<file path="src/rtl/subtractor_4_bit_serial.sv">
`default_nettype none
// ============================================================================
// Module   : subtractor_4_bit_serial
// Purpose  : Bit-serial 4-bit subtractor, diff = a - b - bin (mod 16).
//            One bit per clock, LSB first, using a single borrow flip-flop.
//            Operands are captured on start; the result is presented in
//            parallel together with a one-cycle done pulse.
// Ports    : clk            - clock, rising edge
//            rst            - asynchronous active-high reset
//            start          - begin an operation (ignored while busy)
//            bin            - borrow-in, captured with start
//            a_0..a_3       - minuend bits (a_0 = LSB), captured with start
//            b_0..b_3       - subtrahend bits (b_0 = LSB), captured with start
//            diff_0..diff_3 - registered difference bits (diff_0 = LSB)
//            bout           - registered borrow-out of the MSB
//            busy           - operation in progress
//            done           - one-cycle pulse, result valid from this cycle
// Revision : 1.0 - initial release
// ============================================================================
module subtractor_4_bit_serial (
  input  logic clk,
  input  logic rst,
  input  logic start,
  input  logic bin,
  input  logic a_0,
  input  logic a_1,
  input  logic a_2,
  input  logic a_3,
  input  logic b_0,
  input  logic b_1,
  input  logic b_2,
  input  logic b_3,
  output logic diff_0,
  output logic diff_1,
  output logic diff_2,
  output logic diff_3,
  output logic bout,
  output logic busy,
  output logic done
);

  typedef enum logic [0:0] {
    S_IDLE = 1'b0,
    S_RUN  = 1'b1
  } state_t;

  localparam logic [1:0] C_LAST_BIT = 2'd3;

  state_t     r_state;
  logic [3:0] r_a;      // minuend, shifted right so bit i sits at [0]
  logic [3:0] r_b;      // subtrahend, shifted right the same way
  logic       r_br;     // running borrow
  logic [1:0] r_cnt;    // index of the bit processed on the next edge
  logic [3:0] r_res;    // partial result, filled from the MSB side
  logic [3:0] r_diff;
  logic       r_bout;
  logic       r_busy;
  logic       r_done;

  logic       w_a_bit;
  logic       w_b_bit;
  logic       w_d;
  logic       w_br_next;
  logic [3:0] w_res_next;

  // Full-subtractor cell for the current bit
  assign w_a_bit    = r_a[0];
  assign w_b_bit    = r_b[0];
  assign w_d        = w_a_bit ^ w_b_bit ^ r_br;
  assign w_br_next  = (~w_a_bit & w_b_bit) | (~(w_a_bit ^ w_b_bit) & r_br);
  // After four shifts the first computed bit has reached position 0
  assign w_res_next = {w_d, r_res[3:1]};

  always_ff @(posedge clk or posedge rst) begin
    if (rst) begin
      r_state <= S_IDLE;
      r_a     <= 4'd0;
      r_b     <= 4'd0;
      r_br    <= 1'b0;
      r_cnt   <= 2'd0;
      r_res   <= 4'd0;
      r_diff  <= 4'd0;
      r_bout  <= 1'b0;
      r_busy  <= 1'b0;
      r_done  <= 1'b0;
    end else begin
      r_done <= 1'b0;
      case (r_state)
        S_IDLE: begin
          if (start) begin
            r_a     <= {a_3, a_2, a_1, a_0};
            r_b     <= {b_3, b_2, b_1, b_0};
            r_br    <= bin;
            r_cnt   <= 2'd0;
            r_busy  <= 1'b1;
            r_state <= S_RUN;
          end
        end
        S_RUN: begin
          r_a   <= {1'b0, r_a[3:1]};
          r_b   <= {1'b0, r_b[3:1]};
          r_br  <= w_br_next;
          r_res <= w_res_next;
          r_cnt <= r_cnt + 2'd1;
          // Outputs update only here, so no partial result is ever visible
          if (r_cnt == C_LAST_BIT) begin
            r_diff  <= w_res_next;
            r_bout  <= w_br_next;
            r_done  <= 1'b1;
            r_busy  <= 1'b0;
            r_state <= S_IDLE;
          end
        end
        default: r_state <= S_IDLE;
      endcase
    end
  end

  assign diff_0 = r_diff[0];
  assign diff_1 = r_diff[1];
  assign diff_2 = r_diff[2];
  assign diff_3 = r_diff[3];
  assign bout   = r_bout;
  assign busy   = r_busy;
  assign done   = r_done;

endmodule
`default_nettype wire

</file>
<file path="config.mk">
export PLATFORM = sky130hd
export DESIGN_NAME = subtractor_4_bit_serial
export DESIGN_NICKNAME = d
export VERILOG_FILES = /design/src/rtl/subtractor_4_bit_serial.sv
export SDC_FILE = /design/constraint.sdc
export NUM_CORES = 1
export LEC_CHECK = 0
export CAP_MARGIN = 30
export CORE_MARGIN = 1
export CORE_UTILIZATION = 44
export DETAILED_ROUTE_END_ITERATION = 6
export PLACE_DENSITY = 0.73
export SYNTH_ARGS = -nofsm -noshare
export SYNTH_HDL_FRONTEND = slang
export SYNTH_SLANG_ARGS = --single-unit
export TNS_END_PERCENT = 1
</file>
<file path="constraint.sdc">
create_clock -name clk -period 1.45 [get_ports clk]
set_input_delay 0.2175 -clock clk [delete_from_list [all_inputs] [get_ports clk]]
set_output_delay 0.2175 -clock clk [all_outputs]
set_load 0.01 [all_outputs]
</file>
* Word-level counts from Yosys, hierarchy flattened
Index checks and enable logic that the tools add are counted.
** Storage, ports and cells
- Register bits :: 23
- Input port bits :: 12
** Operators by class
- Muxes and demuxes :: 16
- Reduce and logical (&&, ||, !) cells :: 2
- Equal/unequal tests :: 3
- Add/sub/neg operators :: 1
- Bitwise gates (word level) :: 8
** Operators with widths (count)
- 4-bit case mux with 2 select lines :: 2
- 4-bit 2-to-1 mux :: 2
- 1-bit 2-to-1 mux :: 7
- 1-bit case mux with 2 select lines :: 3
- 2-bit case mux with 2 select lines :: 1
- 2-bit AND reduction :: 2
- 1-bit NOT :: 3
- 2-bit by 1-bit adder with 2-bit output, second input constant :: 1
- 1-bit AND :: 2
- 2-bit == test, second input constant :: 1
- 2-bit 2-to-1 mux :: 1
- 2-bit by 1-bit inequality test with 1-bit output, second input constant :: 1
- 2-bit inequality test, second input constant :: 1
- 1-bit XOR :: 2
- 1-bit OR :: 1

* Depth between registers and ports, before layout
- Depth in word-level cells :: 5
- Mapped depth :: 4

* Worst setup path before layout
OpenSTA, ideal clock, no wires.
- Kind :: reg-to-reg
- Start point :: register r_a[0]
- End point :: register r_diff[3]
- Cell stages (with the launch flop) :: 3
- Required time :: 1.325 ns
- Library setup time :: 0.125 ns
- Data arrival time :: 1.119 ns
- Path slack :: 0.206 ns
- Cells stage by stage :: dfrtp_1 fa_1 mux2_4
** On the way
- Cells in the longest elaborated chain, start to end :: 2
** Ends and longest elaborated chain
- start, declared :: RTL line 50 : logic [3:0] r_a;
- start signal, assigned :: RTL line 91 : r_a <= {a_3, a_2, a_1, a_0};
- start signal, assigned :: RTL line 100 : r_a <= {1'b0, r_a[3:1]};
- 1-bit XOR (2 in a row) :: RTL line 69 : assign w_d = w_a_bit ^ w_b_bit ^ r_br;
- via w_d :: RTL line 62 : logic w_d;
- end signal, assigned :: RTL line 107 : r_diff <= w_res_next;
- end, declared :: RTL line 55 : logic [3:0] r_diff;
The timed path passes the listed nets, and every way through them passes these cells.
A chain may end at the register's enable or synchronous reset.

* Final worst setup path
- Start point :: register r_a[0]
- End point :: register r_res[3]
** On the way
- Cells in the longest elaborated chain, start to end :: 2
** Ends and longest elaborated chain
- 1-bit XOR (2 in a row) :: RTL line 69
- via w_d :: RTL line 62
- end signal, assigned :: RTL line 103 : r_res <= w_res_next;
- end, declared :: RTL line 54 : logic [3:0] r_res;
The timed path passes the listed nets, and every way through them passes these cells.

==> impl_metrics.py <==
metrics = {
    "pwr": {
        "ir_drop_mv": 0.8123,
        "powerDensity_nw_per_um2": 1861,
        "leakage_nw": 0.6546,
        "power.total_w": 0.002266,
    },
    "drt": {
        "ant_nets": 0,
        "wl_met3_um": 63,
        "firstDrtPassIters": 2,
        "vias": 574,
        "route.met2.wl_um": 704,
        "met1_length_um": 638,
        "first_iter_violations": 2,
        "viasPerCell": 4.705,
        "finalWirelength_mm": 1.416,
        "drc": 0,
        "wl_per_cell_um": 11.61,
        "maxUsedRoutingLayer": "met4",
    },
    "global_routing": {
        "antenna_found_initial": 0,
        "grt_max_degree": 23,
        "grt_use_total": 0.1438,
        "grt_remaining_overflow": 0,
        "grt_pass1_vias": 581,
        "grt_pass1_wl_mm": 2.573,
    },
    "timing": {
        "clock-skew-final_ns": 0.007484,
        "period_needed_ns": 1.281,
        "slew_headroom": 0.8107,
        "tightest_slew_ns": 0.2840,
        "period_share": 0.8832,
        "max_freq_ghz": 0.7808,
        "finalHoldViolCount": 0,
        "slew_viol_final": 0,
        "tns_ns": 0,
        "setup_viol": 0,
        "rsz0062_at_grt": "false",
    },
    "yosys": {
        "avgSynthCellArea_um2": 13.02,
        "post-synth-top-count-cell": "dfrtp_1",
        "synthCells": 74,
        "seq_area_frac_synth": 0.5714,
        "yosys.area.top_type": "dfrtp_1",
        "synth-edff-count": 0,
        "yosysUniqueCellTypes": 18,
        "synth-seq-cells": 22,
        "yosys_warnings": 0,
        "syn_area_um2": 963.4,
        "netlist_top_cells_area": "dfrtp_1 57%, mux2i_1 12%, mux2_4 6.2%, buf_6 3.5%, mux2_2 3.5%",
        "synth_common_cells": "22 x dfrtp_1, 12 x mux2i_1, 6 x inv_1, 6 x nand2_1, 5 x o21ai_1",
        "synth.top_cell.area_share": 0.5714,
        "synth_nets": 88,
        "synth-async-reset-ratio": 1.000,
        "ys.flop_type": "dfrtp_1",
    },
    "die": {
        "pin_count": 19,
        "die_y_um": 48.80,
        "fp.dieW_um": 48.80,
        "initial_core_util": 0.4812,
        "design.core.area_um2": 2002,
        "dieArea_um2": 2381,
        "fp-row-count": 16,
    },
    "placement": {
        "dp_cells": 118,
        "place_congestion": 0.6501,
        "post_dp_cell_area_um2": 1174,
        "hpwl_mm": 1.012,
        "port-buffer-count": 18,
    },
    "job": {
        "drv_cap": 0,
    },
    "setup_path": {
        "cp.arrival_ns": 1.47,
        "r2r-start": "r_a[0]",
        "end_kind": "flip-flop",
        "cp_slowest_stage_delay_ns": 0.49,
        "crit_fanout": 2,
        "crit_chain": "fa_1, mux2_2",
        "cp.required_ns": 1.64,
        "crit_buf_inv": 0,
        "crit_type": "reg2reg",
        "crit_family": "adder cells",
        "start_kind": "flip-flop",
        "critPathLaunch": "r_a[0]",
        "cp_slowest_cell": "fa_1",
    },
    "cts": {
        "cts_tree": "yes",
        "clkSlewWorstSetupHoldPaths_ns": 0.12,
        "clockRootBuffer": "clkbuf_4",
        "cts-buffers-inserted": 3,
        "clock_path_buffers": 2,
        "cts.sinks": 22,
        "clkLatencyLatePin_ns": 0.30,
        "htreeDepth": 1,
    },
    "finish": {
        "layout.cells.non_filler": 122,
        "area_growth_syn_to_layout_pct": 26.36,
        "final_nets": 111,
        "num_antenna_cells": 0,
        "final_layout_size_suffix_gt1_frac": 0.1579,
        "finish.instance_area_um2": 1217,
    },
    "worst_hold_path": {
        "hp-class": "in2async",
    },
    "run_status": {
        "outcome": "complete, no violations",
    },
}
## through the flow
step | worst slack, ns | hold WS [ns] | utilization
global route | 0.1338 | 0.2644 | 0.6081
floorplan | 0.2060 | 0.2067 | -
detailed placement | 0.1541 | 0.4815 | 0.5863
CTS | 0.003877 | 0.2485 | 0.5969
global placement | 0.1893 | 0.4700 | 0.5863
finish | 0.1693 | 0.2405 | 0.6081
## registers in the layout, indices dropped and copies added, names as in the netlist
signal,flops
r_res,3
r_br,1
r_a,4
bout,1
r_cnt,2
r_b,4
done,1
busy,1
r_state,1
r_diff,4
## repair_timing
item | 4_1_cts | 5_1_grt
setup buffers | 0 | 1
resized for setup | 1 | 6
endpoints found under the hold margin | 0 | 0
endpoints found under the setup margin | 1 | 6
cloned | 0 | 0
hold buffers | 0 | 0
## report_power, final
part           leakage (nW)  switching (W)  internal (W)  total [W]
clock network        0.0138       0.000168     0.0000966   0.000265
logic                 0.369       0.000376      0.000567   0.000943
registers             0.272       0.000169      0.000889    0.00106
## worst paths after layout
path	depth (start not counted)	slack, ns	end
setup / recovery	2	0.17	r_res[3]
hold / removal	3	0.24	done
hold reg to reg	1	0.50	r_cnt[0]
min in group clk	1	0.50	r_cnt[0]
max in group asynchronous	3	0.99	r_a[3]
setup reg to reg	2	0.17	r_res[3]
## cell type report
cell class	count	area [µm²]
clock buffer	3	22.52
multi-input combinational	42	351.6
tap	27	33.78
timing repair buffer	22	236.5
inverter	6	22.52
fill	170	784.5
sequential	22	550.5
## per-layer routing
layer,track usage,vias to the layer above
met5,0,-
met4,0.07353,0
met3,0.02804,2
met2,0.2407,15
met1,0.1763,270
li1,-,287
## worst min-delay path: cells and delay by family
kind,cells,cell delay (ns)
buffers and inverters,3,0.71
## cells by family (layout without fill, tap and decap cells)
family | Yosys count | count (layout) | synth area share
buffers and inverters | 10 | 31 | 0.06363
AOI/OAI and AO/OA | 9 | 9 | 0.05194
and+or+nand+nor | 12 | 12 | 0.05714
adders and majority gates | 2 | 2 | 0.03376
DFF | 22 | 22 | 0.5714
muxes | 19 | 19 | 0.2221
## cell usage in the layout (no fill, tap or decap), types with 3 or more instances in the layout
cell	Yosys	final
buf_4	0	3
clkbuf_4	0	3
clkdlybuf4s50_1	0	11
dfrtp_1	22	22
dlymetal6s2s_1	0	6
inv_1	6	6
mux2_2	3	3
mux2_4	4	4
mux2i_1	12	12
nand2_1	6	6
nor2_1	4	4
o21ai_1	5	5
Power figures use the tool's default switching activity.
